## src/rtl/mmio_mailbox_drain.sv

```systemverilog
// Purpose: MMIO mailbox that queues full-word stores to MAILBOX_ADDR and drains them as a {tid, data} valid/ready stream.
// Latency: a push is visible on m_valid one cycle later; a status load returns ld_data one cycle after ld_en.
// Backpressure: stores are never stalled. A push into a full FIFO is dropped, and counted when MAILBOX_DROP_CNT_EN is defined.
module mmio_mailbox_drain #(
    parameter int                    NUM_THREADS  = 16,
    parameter int                    DWIDTH       = 32,
    parameter int                    ADDR_WIDTH   = 10,
    parameter logic [ADDR_WIDTH-1:0] MAILBOX_ADDR = 10'h3FE,
    parameter logic [ADDR_WIDTH-1:0] STATUS_ADDR  = 10'h3FF,
    parameter int                    FIFO_DEPTH   = 16,
    localparam int                   TW           = (NUM_THREADS > 1) ? $clog2(NUM_THREADS) : 1
) (
    input  logic                  clk,
    input  logic                  reset,
    input  logic                  st_en,
    input  logic [TW-1:0]         st_tid,
    input  logic [ADDR_WIDTH-1:0] st_addr,
    input  logic [3:0]            st_be,
    input  logic [DWIDTH-1:0]     st_data,
    input  logic                  ld_en,
    input  logic [ADDR_WIDTH-1:0] ld_addr,
    output logic [DWIDTH-1:0]     ld_data,
    output logic                  m_valid,
    input  logic                  m_ready,
    output logic [DWIDTH-1:0]     m_data,
    output logic [TW-1:0]         m_tid,
    output logic                  full
);

    // Index width into storage, and pointer width with one extra wrap bit
    // so that full (pointers differ only in the wrap bit) and empty (equal) differ.
    localparam int AW = $clog2(FIFO_DEPTH);
    localparam int PW = AW + 1;

    typedef struct packed {
        logic [TW-1:0]     tid;
        logic [DWIDTH-1:0] data;
    } entry_t;

    entry_t          mem [FIFO_DEPTH];
    logic [PW-1:0]   wr_ptr;
    logic [PW-1:0]   rd_ptr;
    logic [PW-1:0]   count;
    logic            push_req;
    logic            push;
    logic            pop;
    logic            status_hit;
    logic [15:0]     drop_cnt;
    logic [31:0]     status_word;

    // Occupancy and handshake decode. Fullness comes from the registered pointers,
    // so a push while full is dropped even when a pop completes in the same cycle.
    always_comb begin
        count      = wr_ptr - rd_ptr;
        full       = (count == PW'(FIFO_DEPTH));
        m_valid    = (wr_ptr != rd_ptr);
        push_req   = st_en && (st_addr == MAILBOX_ADDR) && (st_be == 4'b1111);
        push       = push_req && !full;
        pop        = m_valid && m_ready;
        status_hit = ld_en && (ld_addr == STATUS_ADDR);
    end

    // The head entry drives the stream directly and holds until it is popped.
    always_comb begin
        m_data = mem[rd_ptr[AW-1:0]].data;
        m_tid  = mem[rd_ptr[AW-1:0]].tid;
    end

    // Entry storage has no reset; the pointers alone decide what is valid.
    always_ff @(posedge clk) begin
        if (push && !reset) begin
            mem[wr_ptr[AW-1:0]] <= '{tid: st_tid, data: st_data};
        end
    end

    // The pointers wrap by natural overflow. Reset flushes the FIFO and ignores a same-cycle push or pop.
    always_ff @(posedge clk) begin
        if (reset) begin
            wr_ptr <= '0;
            rd_ptr <= '0;
        end else begin
            if (push) begin
                wr_ptr <= wr_ptr + 1'b1;
            end
            if (pop) begin
                rd_ptr <= rd_ptr + 1'b1;
            end
        end
    end

`ifdef MAILBOX_DROP_CNT_EN
    logic drop;

    // A full-word mailbox store that finds the FIFO full counts as a drop.
    always_comb begin
        drop = push_req && full;
    end

    // The drop counter saturates at all-ones and only reset clears it.
    always_ff @(posedge clk) begin
        if (reset) begin
            drop_cnt <= '0;
        end else if (drop && (drop_cnt != 16'hFFFF)) begin
            drop_cnt <= drop_cnt + 16'd1;
        end
    end
`else
    // With the counter compiled out, drops are silent and the status high half reads zero.
    always_comb begin
        drop_cnt = '0;
    end
`endif

    // Status word layout: drop count in the high half, occupancy before this edge in the low half.
    always_comb begin
        status_word = {drop_cnt, 16'(count)};
    end

    // Register the status word on a status load; any other cycle returns zero.
    always_ff @(posedge clk) begin
        if (reset) begin
            ld_data <= '0;
        end else if (status_hit) begin
            ld_data <= DWIDTH'(status_word);
        end else begin
            ld_data <= '0;
        end
    end

endmodule

```

## config.mk

```make
export PLATFORM = sky130hd
export DESIGN_NAME = mmio_mailbox_drain
export DESIGN_NICKNAME = d
export VERILOG_FILES = /design/src/rtl/mmio_mailbox_drain.sv
export SDC_FILE = /design/constraint.sdc
export NUM_CORES = 1
export LEC_CHECK = 0
export CORE_ASPECT_RATIO = 1.5
export CORE_MARGIN = 2
export CORE_UTILIZATION = 55
export DETAILED_ROUTE_END_ITERATION = 8
export GPL_TIMING_DRIVEN = 0
export PLACE_DENSITY = 0.75
export SLEW_MARGIN = 5
export SYNTH_ARGS = -nofsm -noshare
export SYNTH_HDL_FRONTEND = slang
export SYNTH_SLANG_ARGS = --single-unit
```

## constraint.sdc

```tcl
create_clock -name clk -period 10.7 [get_ports clk]
set_input_delay 3.21 -clock clk [delete_from_list [all_inputs] [get_ports clk]]
set_output_delay 3.21 -clock clk [all_outputs]
set_load 0.02 [all_outputs]
```

### After elaboration in Yosys (flattened, before gate mapping)

Memories as Yosys holds them, arrays and structs flattened. A register that Yosys moved wholly into a read port is not among the register bits.
Index checks and enable logic that the tools add are counted.

* add/sub/neg operators: 3
* equality and inequality tests: 5
* mux-type cells: 4
* bitwise logic cells: 1
* reduce and logical (&&, ||, !) cells: 9

Operators with widths (count)
* 10-bit == test (second input constant): 2
* 5-bit by 1-bit adder with 5-bit output (second input constant): 2
* 4-bit 2-to-1 mux: 2
* 1-bit logical AND: 6
* 5-bit == test (second input constant): 1
* 5-bit inequality test: 1
* 5-bit subtractor: 1
* 4-bit == test (second input constant): 1
* 1-bit logical NOT: 2
* 1-bit 2-to-1 mux: 2
* 2-bit OR reduction: 1
* 1-bit NOT: 1

* register bits: 42
* bits in writable memories: 576
* input port bits: 65
* output and inout bits: 70
* word-level logic and storage cells: 27
* memories kept: 1

Memories
* mem: depth 16, width 36, rd ports 1, clocked after memory_dff 1, write ports 1, RTL line 40 `entry_t mem [FIFO_DEPTH];`

### Longest topological paths before layout

* depth in word-level cells: 7
* mapped depth: 10
* gate-level depth less buffers: 10

### Worst setup path after synthesis

OpenSTA, ideal clock, no wires.

* path kind: input port to flip-flop
* start: in st_addr[0]
* end: mem mem[4][0] (netlist name), enable pin
* library setup time: 0.532 ns
* data arrival time: 7.999 ns
* required time: 10.168 ns
* slack: 2.169 ns
* stages: 6
* cells stage by stage: nand4b_1 > or4_1 > clkbuf_2 > clkinv_1 > nand2_2 > nor4b_1

* longest elaborated chain between the ends: 7

Ends and longest elaborated chain
* start: declaration: RTL line 17 `input logic [ADDR_WIDTH-1:0] st_addr,`
* 10-bit == test: RTL line 57 `push_req = st_en && (st_addr == MAILBOX_ADDR) && (st_be == 4'b1111);`
* 1-bit logical AND (2 in series): RTL line 57
* 1-bit logical AND: RTL line 58 `push = push_req && !full;`
* 1-bit logical AND: RTL line 71 `if (push && !reset) begin`
* 1-bit 2-to-1 mux: RTL line 71
* 1-bit 2-to-1 mux (not written as such): RTL line 72 `mem[wr_ptr[AW-1:0]] <= '{tid: st_tid, data: st_data};`
* end: declaration: RTL line 40

Every way passes these cells.

==> run summary <==
Combined global-route utilization of all metal layers = 23.9%
IR drop worst, VDD = 0.121 mV
Cell Count, Final, Fillers Out = 1834
Syn avg cell area = 24.0 µm²
Number of H-tree branching levels = 2
Number of violations reported at the end of detailed-routing iteration 0 = 976
Clock transition at the registers of the reported paths = 0.06 ns
Post-layout min period = 7.33 ns
Switching power = 0.824 mW
Cell taking the most area after synthesis = sky130_fd_sc_hd__edfxtp_1
Highest achievable clock rate = 136 MHz
Portion of total power attributed to combinational logic = 1.6%
Cell area after synthesis = 22900 µm²
Slowest stage delay, CP = 0.82 ns
Row Count = 91
Postcts setup bufs = 0
Ant. Diodes = 0
Count of vias placed by the detailed router = 11077
Pin count of the biggest net entering global routing = 17
Worst setup path endpoint = m_data[28]
Req. time, crit path = 7.49 ns
Post-route design area = 27200 µm²
Reg2Reg Capture Point = mem[1][24]
Leading cell types by total area after synthesis = sky130_fd_sc_hd__edfxtp_1, sky130_fd_sc_hd__mux4_2, sky130_fd_sc_hd__dfxtp_1, sky130_fd_sc_hd__buf_4, sky130_fd_sc_hd__ha_1
Share of synthesized cell area in and, or, nand and nor gates = 1.57%
Endpoint type of the worst setup path = output pin
Critical path arrival = 4.12 ns
First-pass GRT wire length = 73400 µm
Post-Syn Instances = 952
Run status = finished, final reports clean
Number of endpoints with negative hold slack in the final report = 0
Count of cells along the worst register-to-register path = 12
Period utilization = 68.5%
Post-detailed-route wirelength per cell = 27.2 µm
Buf+Inv Stages, Crit Path = 4
CP Class = register to output pin
Internal Dissipation = 3.55 mW
Count of cell instances traversed by the critical path = 6
Synthesized-area fraction occupied by xor and xnor cells = 0.230%
Pre-Repair DR Iteration Count = 5
Floorplan core area = 41100 µm²
Setup slack, reg-to-reg = 6.96 ns
Critical R2R Launch = wr_ptr[0]
Vias per std cell = 6.04
Number of placed cells counting well taps = 1743
Initial antenna violation count = 1
Final number of max-transition violations = 0
Antenna violation net count after detailed routing = 0
Critical path peak fanout = 10
Max-slew headroom at the worst pin = 15.8%
Number of maximum-capacitance constraint violations = 0
Clock Sinks = 595
Cell area reported after detailed placement = 25700 µm²
Estimated wirelength of the detail-placed design = 33400 µm
Power per Cell Area = 161 nW/µm²
DRC Markers = 0
Post-Route Skew = 0.0181 ns
Kind of launch point of the worst setup path = register
Fraction of final layout cells sized beyond drive strength 1 = 32.4%
Horiz. Die Dim = 170 µm
Proportion of synthesized flip-flops having asynchronous set or reset = 0%
Standby leakage power = 8.55 nW
Top-area cell type share of the netlist area = 75.7%
Post-synth top flop = sky130_fd_sc_hd__edfxtp_1
Number of synthesized register bits = 595
Synth-to-layout area growth = 19.0%
Unrepaired setup endpoints after global routing = false
DIE HEIGHT = 254 µm
Switching share of total power = 18.8%
Die footprint = 43200 µm²
Clock network power share = 40.1%
Yosys synthesis warning count = 0
Dominant combinational cell family by area after synthesis = multiplexers
Share of synthesized area occupied by flip-flops and latches = 77.3%
Number of port buffers = 107
Initial standard-cell utilization of the core = 55.6%
CTS Hold Bufs = 0
Congestion Overflow GR = 0
Clock network latency to the later pin of the worst-skew pair = 0.58 ns
Number of distinct standard cells referenced by the synthesized netlist = 40
Clock tree buffer depth = 3
Cell at the root of the clock tree = sky130_fd_sc_hd__clkbuf_16
Cell-by-cell trace of the critical path = buf_2, clkbuf_1, clkbuf_1, mux4_2, mux4_2, clkdlybuf4s50_1
Post_cts resized = 0
Min-delay worst type = register to register
Via count of the first global-routing pass = 11595
Post-Synth Adder-Cell Area = 0.580%
Sequential share of power = 58.3%
Final Power = 4.37 mW
CTS buffer count = 51
Cell with the biggest individual delay on the critical path = sky130_fd_sc_hd__clkbuf_1
Routability congestion estimate = 0.726
Share of cell area taken by muxes after synthesis = 17.7%
Final Routed Wirelength = 49900 µm
Total number of nets in the final design = 1313
Total setup violations reported at the end of the flow = 0
Num ports = 135
Compound-Gate Fraction of Synth Area = 0.575%
TritonCTS clock tree = done
Number of enable-type register cells in the synthesized netlist = 576
Measured slew at the worst slew-check pin = 1.26 ns
Kind of cell with the highest combined delay on the critical path = buffers and inverters
==> through the flow <==
| stage | util (%) | hold slack (ns) | setup TNS (ns) | setup WS, ns |
|---|---|---|---|---|
| 3_5_place_dp | 62.4 | 0.509 | 0 | 4.00 |
| 3_3_place_gp | 60.2 | 0.497 | -1077.63 | -2.76 |
| 2_1_floorplan | - | 0.457 | 0 | 2.17 |
| 6_report | 66.2 | 0.523 | 0 | 3.37 |
| 5_1_grt | 66.2 | 0.572 | 0 | 3.29 |
| 4_1_cts | 66.2 | 0.522 | 0 | 3.34 |
==> how the worst min path moves through the flow <==
stage / startpoint / to / cells after the start / slack (ns)
floorplan: wr_ptr[4] / wr_ptr[4] / 2 / 0.46
global placement: wr_ptr[4] / wr_ptr[4] / 2 / 0.50
detailed placement: wr_ptr[4] / wr_ptr[4] / 2 / 0.51
CTS: wr_ptr[4] / wr_ptr[4] / 2 / 0.52
global route: wr_ptr[4] / wr_ptr[4] / 2 / 0.57
finish: wr_ptr[4] / wr_ptr[4] / 2 / 0.52
==> per-layer routing <==
metal  part of all wire [%]  GRT usage [%]  vias to the layer above
li1                       -              -                     4607
met1                     35           29.3                     5821
met2                     55           43.5                      542
met3                    6.7           3.13                      105
met4                    3.1           8.52                        2
met5                  0.022              0                        -
==> flip-flops by register name, indices dropped and copies added (netlist names), named ones only <==
signal,count
mem,576
ld_data,5
rd_ptr,5
wr_ptr,5
==> synth_stat cells, types with 2 or more instances <==
cell	count
sky130_fd_sc_hd__nand4_1	7
sky130_fd_sc_hd__nand2_1	2
sky130_fd_sc_hd__dfxtp_1	19
sky130_fd_sc_hd__nand4b_1	2
sky130_fd_sc_hd__nand3_1	7
sky130_fd_sc_hd__nor2_1	10
sky130_fd_sc_hd__nor4b_1	4
sky130_fd_sc_hd__buf_4	30
sky130_fd_sc_hd__clkbuf_1	16
sky130_fd_sc_hd__a21o_1	2
sky130_fd_sc_hd__ha_1	9
sky130_fd_sc_hd__or4_1	4
sky130_fd_sc_hd__a21oi_1	7
sky130_fd_sc_hd__inv_1	9
sky130_fd_sc_hd__buf_2	15
sky130_fd_sc_hd__nand2b_1	4
sky130_fd_sc_hd__mux4_2	180
sky130_fd_sc_hd__o21ai_0	2
sky130_fd_sc_hd__nor4_1	8
sky130_fd_sc_hd__xor2_1	2
sky130_fd_sc_hd__xnor2_1	4
sky130_fd_sc_hd__o31ai_1	3
sky130_fd_sc_hd__nor3_1	6
sky130_fd_sc_hd__buf_1	9
sky130_fd_sc_hd__edfxtp_1	576
==> area by class of cell <==
cell class	count	area, µm²
buffer	72	410
clock buffer	65	1330
clock inverter	26	221
fill	2560	13900
inverter	11	43.8
multi-input combinational	300	4920
sequential	595	17700
tap	558	698
timing repair buffer	207	1900
==> power by group through the flow <==
stage	Combinational (mW)	Sequential, mW	Clock, mW
6_report	0.0683	2.55	1.76
5_1_grt	0.0739	2.55	1.85
4_1_cts	0.0673	2.55	1.78
3_5_place_dp	0.0673	2.60	0
3_3_place_gp	0.0630	2.60	0
2_1_floorplan	0.0173	2.60	0
==> worst register-to-register path, stage by stage (launching register included) <==
cell	delay, ns
sky130_fd_sc_hd__dfxtp_1	0.35
sky130_fd_sc_hd__inv_1	0.15
sky130_fd_sc_hd__ha_1	0.19
sky130_fd_sc_hd__inv_1	0.06
sky130_fd_sc_hd__fa_1	0.39
sky130_fd_sc_hd__xnor2_1	0.16
sky130_fd_sc_hd__and3_1	0.22
sky130_fd_sc_hd__o2111ai_4	0.11
sky130_fd_sc_hd__nand2_2	0.20
sky130_fd_sc_hd__nor4_2	0.88
sky130_fd_sc_hd__buf_4	0.34
sky130_fd_sc_hd__buf_4	0.20
sky130_fd_sc_hd__buf_4	0.21
==> cells in the final DEF (no fill, tap or decap), drive strengths merged <==
master / n
or2: 1
buf: 155
or4: 4
nand4b: 2
or3: 1
a21oi: 7
nand4: 7
and3b: 2
ha: 9
nor4b: 4
xnor2: 4
nand2b: 4
dfxtp: 19
o31ai: 3
nor4: 8
o2111ai: 1
clkinv: 22
o21a: 2
mux4: 180
and3: 1
a21o: 2
fa: 1
nor2: 10
o21ai: 2
clkbuf: 82
xor2: 2
nand2: 3
nand3: 7
conb: 27
clkdlybuf4s50: 107
nor3: 6
inv: 11
bufinv: 4
edfxtp: 576
==> cell families (layout without fill, tap and decap cells) <==
| group | Yosys count | count (layout) |
|---|---|---|
| and+or+nand+nor | 60 | 60 |
| buffers and inverters | 83 | 381 |
| other | 1 | 27 |
| DFF | 595 | 595 |
| muxes | 180 | 180 |
| xor gates and xnor gates | 6 | 6 |
| adders and majority gates | 10 | 10 |
| AOI/OAI and AO/OA | 17 | 17 |
(Power assumes the default switching activity.)
==> patch 1, RTL diff (same flow settings) <==
Change the parameter `FIFO_DEPTH` from 16 to 8.
--- a/src/rtl/mmio_mailbox_drain.sv
+++ b/src/rtl/mmio_mailbox_drain.sv
@@ -7,7 +7,7 @@
     parameter int                    ADDR_WIDTH   = 10,
     parameter logic [ADDR_WIDTH-1:0] MAILBOX_ADDR = 10'h3FE,
     parameter logic [ADDR_WIDTH-1:0] STATUS_ADDR  = 10'h3FF,
-    parameter int                    FIFO_DEPTH   = 16,
+    parameter int                    FIFO_DEPTH   = 8,
     localparam int                   TW           = (NUM_THREADS > 1) ? $clog2(NUM_THREADS) : 1
 ) (
     input  logic                  clk,
Formal check against the unedited RTL: same outputs for any inputs over 4 cycles, from zero or initial values and one cycle with reset high; that may be too few to reach the edited logic, so the function may still have changed.
==> patch 1 against the original RTL <==
- combinational power fell by 20%
- clock skew fell by 0.0094 ns
- worst hold slack improved by 0.068 ns
- synthesized area fell by 48%
- design area fell by 46%
- sequential power fell by 49%
- routed wire length fell by 53%
- worst setup slack improved by 0.85 ns
- sequential share of layout area fell by 3.8 points
- power fell by 48%
- sequential cell count fell by 292
- global-route usage fell by 2.5 points
- critical path type unchanged
==> patch 1: results (changes against the original RTL) <==
----------------------------------------------------
[Routing]
  Met2 routed WL ... 13.0 mm (-53%)
  Router iterations before antenna repair ... 5 (unchanged)
  Top layer reached by signal wires ... met4
  Initial DRC Count ... 540 (-45%)
  Met3 routed wirelength ... 1.40 mm (-58%)
  Routed wire per std cell ... 22.5 µm (-17%)
  Vias after detailed routing ... 5937 (-46%)
  Metal-1 WL ... 8.58 mm (-51%)

[Setup path]
  Critical-path top delay cell ... sky130_fd_sc_hd__clkdlybuf4s50_1
  Data arrival time at the worst-slack endpoint ... 3.27 ns (-0.85 ns)
  Max Fanout on Critical Path ... 9 (-1)
  Category of cells accounting for the largest share of critical-path delay ... buffers and inverters
  R2r worst-path depth ... 13 (+1)
  Worst stage delay on the critical path ... 0.64 ns (-0.18 ns)

[Clock tree]
  Later-pin clock latency in the skew report ... 0.51 ns (-0.07 ns)
  Root buf cell ... sky130_fd_sc_hd__clkbuf_16
  Number of clock buffers inserted by TritonCTS ... 25 (-51%)
  Maximum level of the CTS H-tree ... 1 (-1)
  Number of buffers on the longest clock path ... 3 (unchanged)
  Count of buffers added by post-CTS timing repair for setup ... 0 (unchanged)
  Clock-pin slew reported for the worst setup and hold paths after clock tree synthesis ... 0.07 ns

[Place]
  Half-perimeter wire length after placement ... 16.5 mm (-51%)
  Count of input and output buffers ... 106 (-0.93%)
  DP Area ... 13800 µm² (-46%)
  Gpl congestion ... 0.725 (about the same)

[Cells and area]
  Filler instances ... 1335 (-48%)
  Post-layout net count ... 824 (-37%)
  Max FFs per register ... 288 (-50%)
  Ant. Diodes ... 0 (unchanged)
  Fraction of layout instances using a drive strength above 1 ... 0.310 (-0.0133)
  Final cell utilization of the core ... 0.692 (+0.0301)

[GRT]
  Wire length of the first global-routing pass ... 36.0 mm (-51%)
  Overall Global Routing Usage ... 0.214 (-0.0246)
  Maximum number of pins on one net before global-route repair ... 17 (unchanged)
  Number of global-route vias before repair ... 6321 (-45%)

[Logic synthesis]
  Ys async rst share ... 0 (unchanged)
  Number of enable-type register cells in the synthesized netlist ... 288 (-50%)
  Register area share after synthesis ... 0.752 (-0.0211)
  Synth top cells by count ... sky130_fd_sc_hd__edfxtp_1, sky130_fd_sc_hd__mux4_2, sky130_fd_sc_hd__mux2_2
  Main area contributors after synthesis ... sky130_fd_sc_hd__edfxtp_1, sky130_fd_sc_hd__mux4_2, sky130_fd_sc_hd__mux2_2
  Main synth FF type ... sky130_fd_sc_hd__edfxtp_1
  Netlist cell types ... 44 (+10%)

[Worst hold path]
  Cell depth of the worst min-delay path ... 2 (unchanged)
  Worst min-delay path class ... register to register

[Power]
  Worst vdd rail ir drop ... 133 µV (+9.5%)
  Leakage ... 0.00477 µW (-44%)

[STA]
  Setup skew after layout ... 0.00873 ns (-0.00935 ns)
  Slew @ Worst Pin ... 1.06 ns (-0.200 ns)

[Outcome]
  Result of the run ... finished, final reports clean

----------------------------------------------------
-- patch 1: changes by cell type in the layout (fill, tap and decap cells not counted), moves of 10 or more --
cell / before / now
sky130_fd_sc_hd__buf_4: 111 / 65
sky130_fd_sc_hd__edfxtp_1: 576 / 288
sky130_fd_sc_hd__mux2_2: 0 / 36
sky130_fd_sc_hd__clkbuf_1: 30 / 18
sky130_fd_sc_hd__clkbuf_16: 51 / 25
sky130_fd_sc_hd__mux4_2: 180 / 72
sky130_fd_sc_hd__clkinv_1: 14 / 4
-- patch 1: power by group --
group          total [µW]  switching (µW)  internal, µW  leakage (µW)
combinational        54.7            26.6          28.1       0.00166
clock                 904             376           528      0.000400
sequential           1300         0.00159          1300       0.00271
-- patch 1: final timing paths --
| path | startpoint | end | slack [ns] |
|---|---|---|---|
| hold / removal | rd_ptr[3]$_SDFFE_PP0P_ | rd_ptr[3]$_SDFFE_PP0P_ | 0.59 |
| hold reg to reg | rd_ptr[3]$_SDFFE_PP0P_ | rd_ptr[3]$_SDFFE_PP0P_ | 0.59 |
| setup reg to reg | wr_ptr[0]$_SDFFE_PP0P_ | mem[2][17]$_DFFE_PP_ | 6.94 |
| setup / recovery | wr_ptr[0]$_SDFFE_PP0P_ | full | 4.22 |
-- patch 1: kinds of logic (layout without fill, tap and decap cells) --
kind of cell,Yosys count,after routing,synth area share
compound gates,15,15,0.0111
mux,109,109,0.171
buf+inv,57,252,0.0287
simple gates,52,52,0.0260
xor+xnor,5,5,0.00368
other cells,1,28,0.000315
flops,303,303,0.752
fa+ha+maj,6,6,0.00694
-- patch 1: routing by layer --
metal,up-vias,global-route usage
li1,2632,-
met1,3062,0.280
met2,215,0.382
met3,28,0.0288
met4,0,0.0490
met5,-,0
-- patch 1: stage by stage --
stage | total power (µW) | instances | setup slack [ns] | hold WS [ns]
after detailed placement | 1380 | 994 | 4.30 | 0.565
after CTS | 2270 | 1038 | 4.22 | 0.583
after global placement | 1370 | 949 | -1.40 | 0.518
after global routing | 2320 | 1038 | 4.09 | 0.598
after floorplan | 1340 | 575 | 2.42 | 0.498
final | 2250 | 1038 | 4.22 | 0.591
-- patch 1: tightest hold or removal path: stages (launching register included) --
cell,delay (ns)
sky130_fd_sc_hd__dfxtp_1,0.36
sky130_fd_sc_hd__xor2_1,0.08
sky130_fd_sc_hd__nor2_1,0.10
-- patch 1: area by class of cell --
type                            count  share of cell area
Clock buffer                       35              0.0481
Sequential cell                   303               0.612
Timing Repair Buffer              151              0.0979
Inverter                            5             0.00128
Buffer                             52              0.0221
Multi-Input combinational cell    215               0.188
Clock inverter                      9             0.00787
Tap cell                          268              0.0229
==> patch 2, RTL diff (config.mk and constraints unchanged) <==
Without the edit above. Build with the macro `MAILBOX_DROP_CNT_EN` defined.
--- a/src/rtl/mmio_mailbox_drain.sv
+++ b/src/rtl/mmio_mailbox_drain.sv
@@ -1,6 +1,8 @@
 // Purpose: MMIO mailbox that queues full-word stores to MAILBOX_ADDR and drains them as a {tid, data} valid/ready stream.
 // Latency: a push is visible on m_valid one cycle later; a status load returns ld_data one cycle after ld_en.
 // Backpressure: stores are never stalled. A push into a full FIFO is dropped, and counted when MAILBOX_DROP_CNT_EN is defined.
+`define MAILBOX_DROP_CNT_EN
+
 module mmio_mailbox_drain #(
     parameter int                    NUM_THREADS  = 16,
     parameter int                    DWIDTH       = 32,
Formal check against the unedited RTL: no difference found for any inputs over 4 cycles, from zero or initial values and one cycle with reset high; that may be too few to reach the edited logic, so the function may still have changed.
==> patch 2 against the original RTL <==
- worst setup slack got worse by 0.24 ns
- routed wire length rose by 7.7%
- sequential cell count is 32 higher
- sequential power grew 5%
- clock skew down 0.0013 ns
- worst hold slack got worse by 0.020 ns
- critical endpoint is now m_tid[2]
- maximum frequency decreased by 3.2%
- design area grew 4.2%
- clock power grew 14%
- combinational power fell by 8.6%
- power is 8.5% higher
- synthesized area increased by 4.8%
- synthesized cell count up 13%
==> patch 2: results (changes against the original RTL) <==
----------------------------------------------------
[Outcome]
  Result of the run ... finished, final reports clean

[Place]
  Count of input and output buffers ... 123 (+15%)
  Half-perimeter wire length after placement ... 33.7 mm (+0.93%)
  Pre-CTS setup slack ... 3.67 ns (-0.336 ns)
  Gpl congestion ... 0.848 (+17%)

[STA]
  Worst slew margin relative to its limit ... 0.202 (+0.0441)
  Achievable frequency ... 0.132 GHz (-3.2%)

[Routing]
  Initial DRC Count ... 1150 (+18%)
  Router iterations before antenna repair ... 6 (+1)
  Total detailed-routing wirelength ... 53.8 mm (+7.7%)
  Vias after detailed routing ... 11934 (+7.7%)

[Setup path]
  Data arrival time at the worst-slack endpoint ... 4.36 ns (+0.24 ns)
  Capturing instance or port of the critical path ... m_tid[2]

[Cells and area]
  Filler instances ... 2644 (+3.3%)

[Power]
  P_int ... 3850 µW (+8.5%)
  Clock share of power ... 0.424 (+0.023)
  Worst vdd rail ir drop ... 142 µV (+17%)
  Logic pwr share ... 0.013 (-0.003)
  Leakage ... 0.00859 µW (+0.54%)
  Share of total power consumed by net switching ... 0.188 (-0.000349)

[Logic synthesis]
  Netlist cell types ... 45 (+13%)
  Number of instances in the synthesized netlist ... 1076 (+13%)
  Synth top cells by count ... sky130_fd_sc_hd__edfxtp_1, sky130_fd_sc_hd__mux4_2, sky130_fd_sc_hd__dfxtp_1
  Main area contributors after synthesis ... sky130_fd_sc_hd__edfxtp_1, sky130_fd_sc_hd__mux4_2, sky130_fd_sc_hd__dfxtp_1

[GRT]
  Maximum number of pins on one net before global-route repair ... 23 (+6)
  Overall Global Routing Usage ... 0.240 (+0.00185)
  Number of global-route vias before repair ... 12583 (+8.5%)
  Wire length of the first global-routing pass ... 79.3 mm (+7.9%)

[Floorplan]
  Die area ... 45300 µm² (+4.7%)

----------------------------------------------------
[patch 2: cell types whose count changed after synthesis, moves of 9 or more]
cell and delta:
sky130_fd_sc_hd__clkbuf_1 +21, sky130_fd_sc_hd__buf_2 -12, sky130_fd_sc_hd__and2_1 +12, sky130_fd_sc_hd__or4_1 +9, sky130_fd_sc_hd__dfxtp_1 +32, sky130_fd_sc_hd__buf_4 -19
sky130_fd_sc_hd__a21oi_1 +15, sky130_fd_sc_hd__nor2_1 +14, sky130_fd_sc_hd__o31ai_1 +9
[patch 2: cell families after synthesis]
family | share of synthesized area
mux | 0.170
other cells | 0.000156
simple gates | 0.0310
fa+ha+maj | 0.00605
flops | 0.764
compound gates | 0.0120
xor+xnor | 0.00219
buf+inv | 0.0144
[patch 2: cell type report]
cell class	instances	area share
Sequential cell	627	0.646
Inverter	16	0.00212
Clock inverter	36	0.0146
Clock buffer	63	0.0496
Multi-Input combinational cell	381	0.193
Buffer	62	0.0101
Timing Repair Buffer	163	0.0593
Tap cell	570	0.0252
[patch 2: worst min path at each step]
stage / start / endpoint / slack [ns]
after floorplan: drop_cnt[9]$_SDFFE_PP0P_ / ld_data[25]$_SDFF_PP0_ / 0.45
after global placement: drop_cnt[6]$_SDFFE_PP0P_ / drop_cnt[6]$_SDFFE_PP0P_ / 0.47
after detailed placement: drop_cnt[6]$_SDFFE_PP0P_ / drop_cnt[6]$_SDFFE_PP0P_ / 0.49
after CTS: drop_cnt[6]$_SDFFE_PP0P_ / drop_cnt[6]$_SDFFE_PP0P_ / 0.50
after global routing: drop_cnt[6]$_SDFFE_PP0P_ / drop_cnt[6]$_SDFFE_PP0P_ / 0.53
final: drop_cnt[6]$_SDFFE_PP0P_ / drop_cnt[6]$_SDFFE_PP0P_ / 0.50
[patch 2: metal layers]
| metal | global-route usage | vias up | routed length [µm] |
|---|---|---|---|
| met2 | 0.445 | 545 | 29700 |
| met4 | 0.0719 | 2 | 1410 |
| met1 | 0.294 | 6305 | 19400 |
| met3 | 0.0339 | 96 | 3240 |
| li1 | - | 4986 | - |
| met5 | 0 | - | 12 |
[patch 2: metrics by stage]
| stage | setup TNS [ns] | instance area [µm²] |
|---|---|---|
| after floorplan | 0 | 24000 |
| final | 0 | 28300 |
| after global routing | 0 | 28300 |
| after detailed placement | 0 | 26500 |
| after CTS | 0 | 28300 |
| after global placement | -343.16 | 26000 |
[patch 2: critical path: stages (launching register included)]
cell	delay [ns]
sky130_fd_sc_hd__dfxtp_1	0.31
sky130_fd_sc_hd__clkbuf_1	0.46
sky130_fd_sc_hd__buf_2	0.41
sky130_fd_sc_hd__buf_1	0.87
sky130_fd_sc_hd__mux4_2	0.62
sky130_fd_sc_hd__mux4_2	0.54
sky130_fd_sc_hd__clkdlybuf4s50_1	0.56
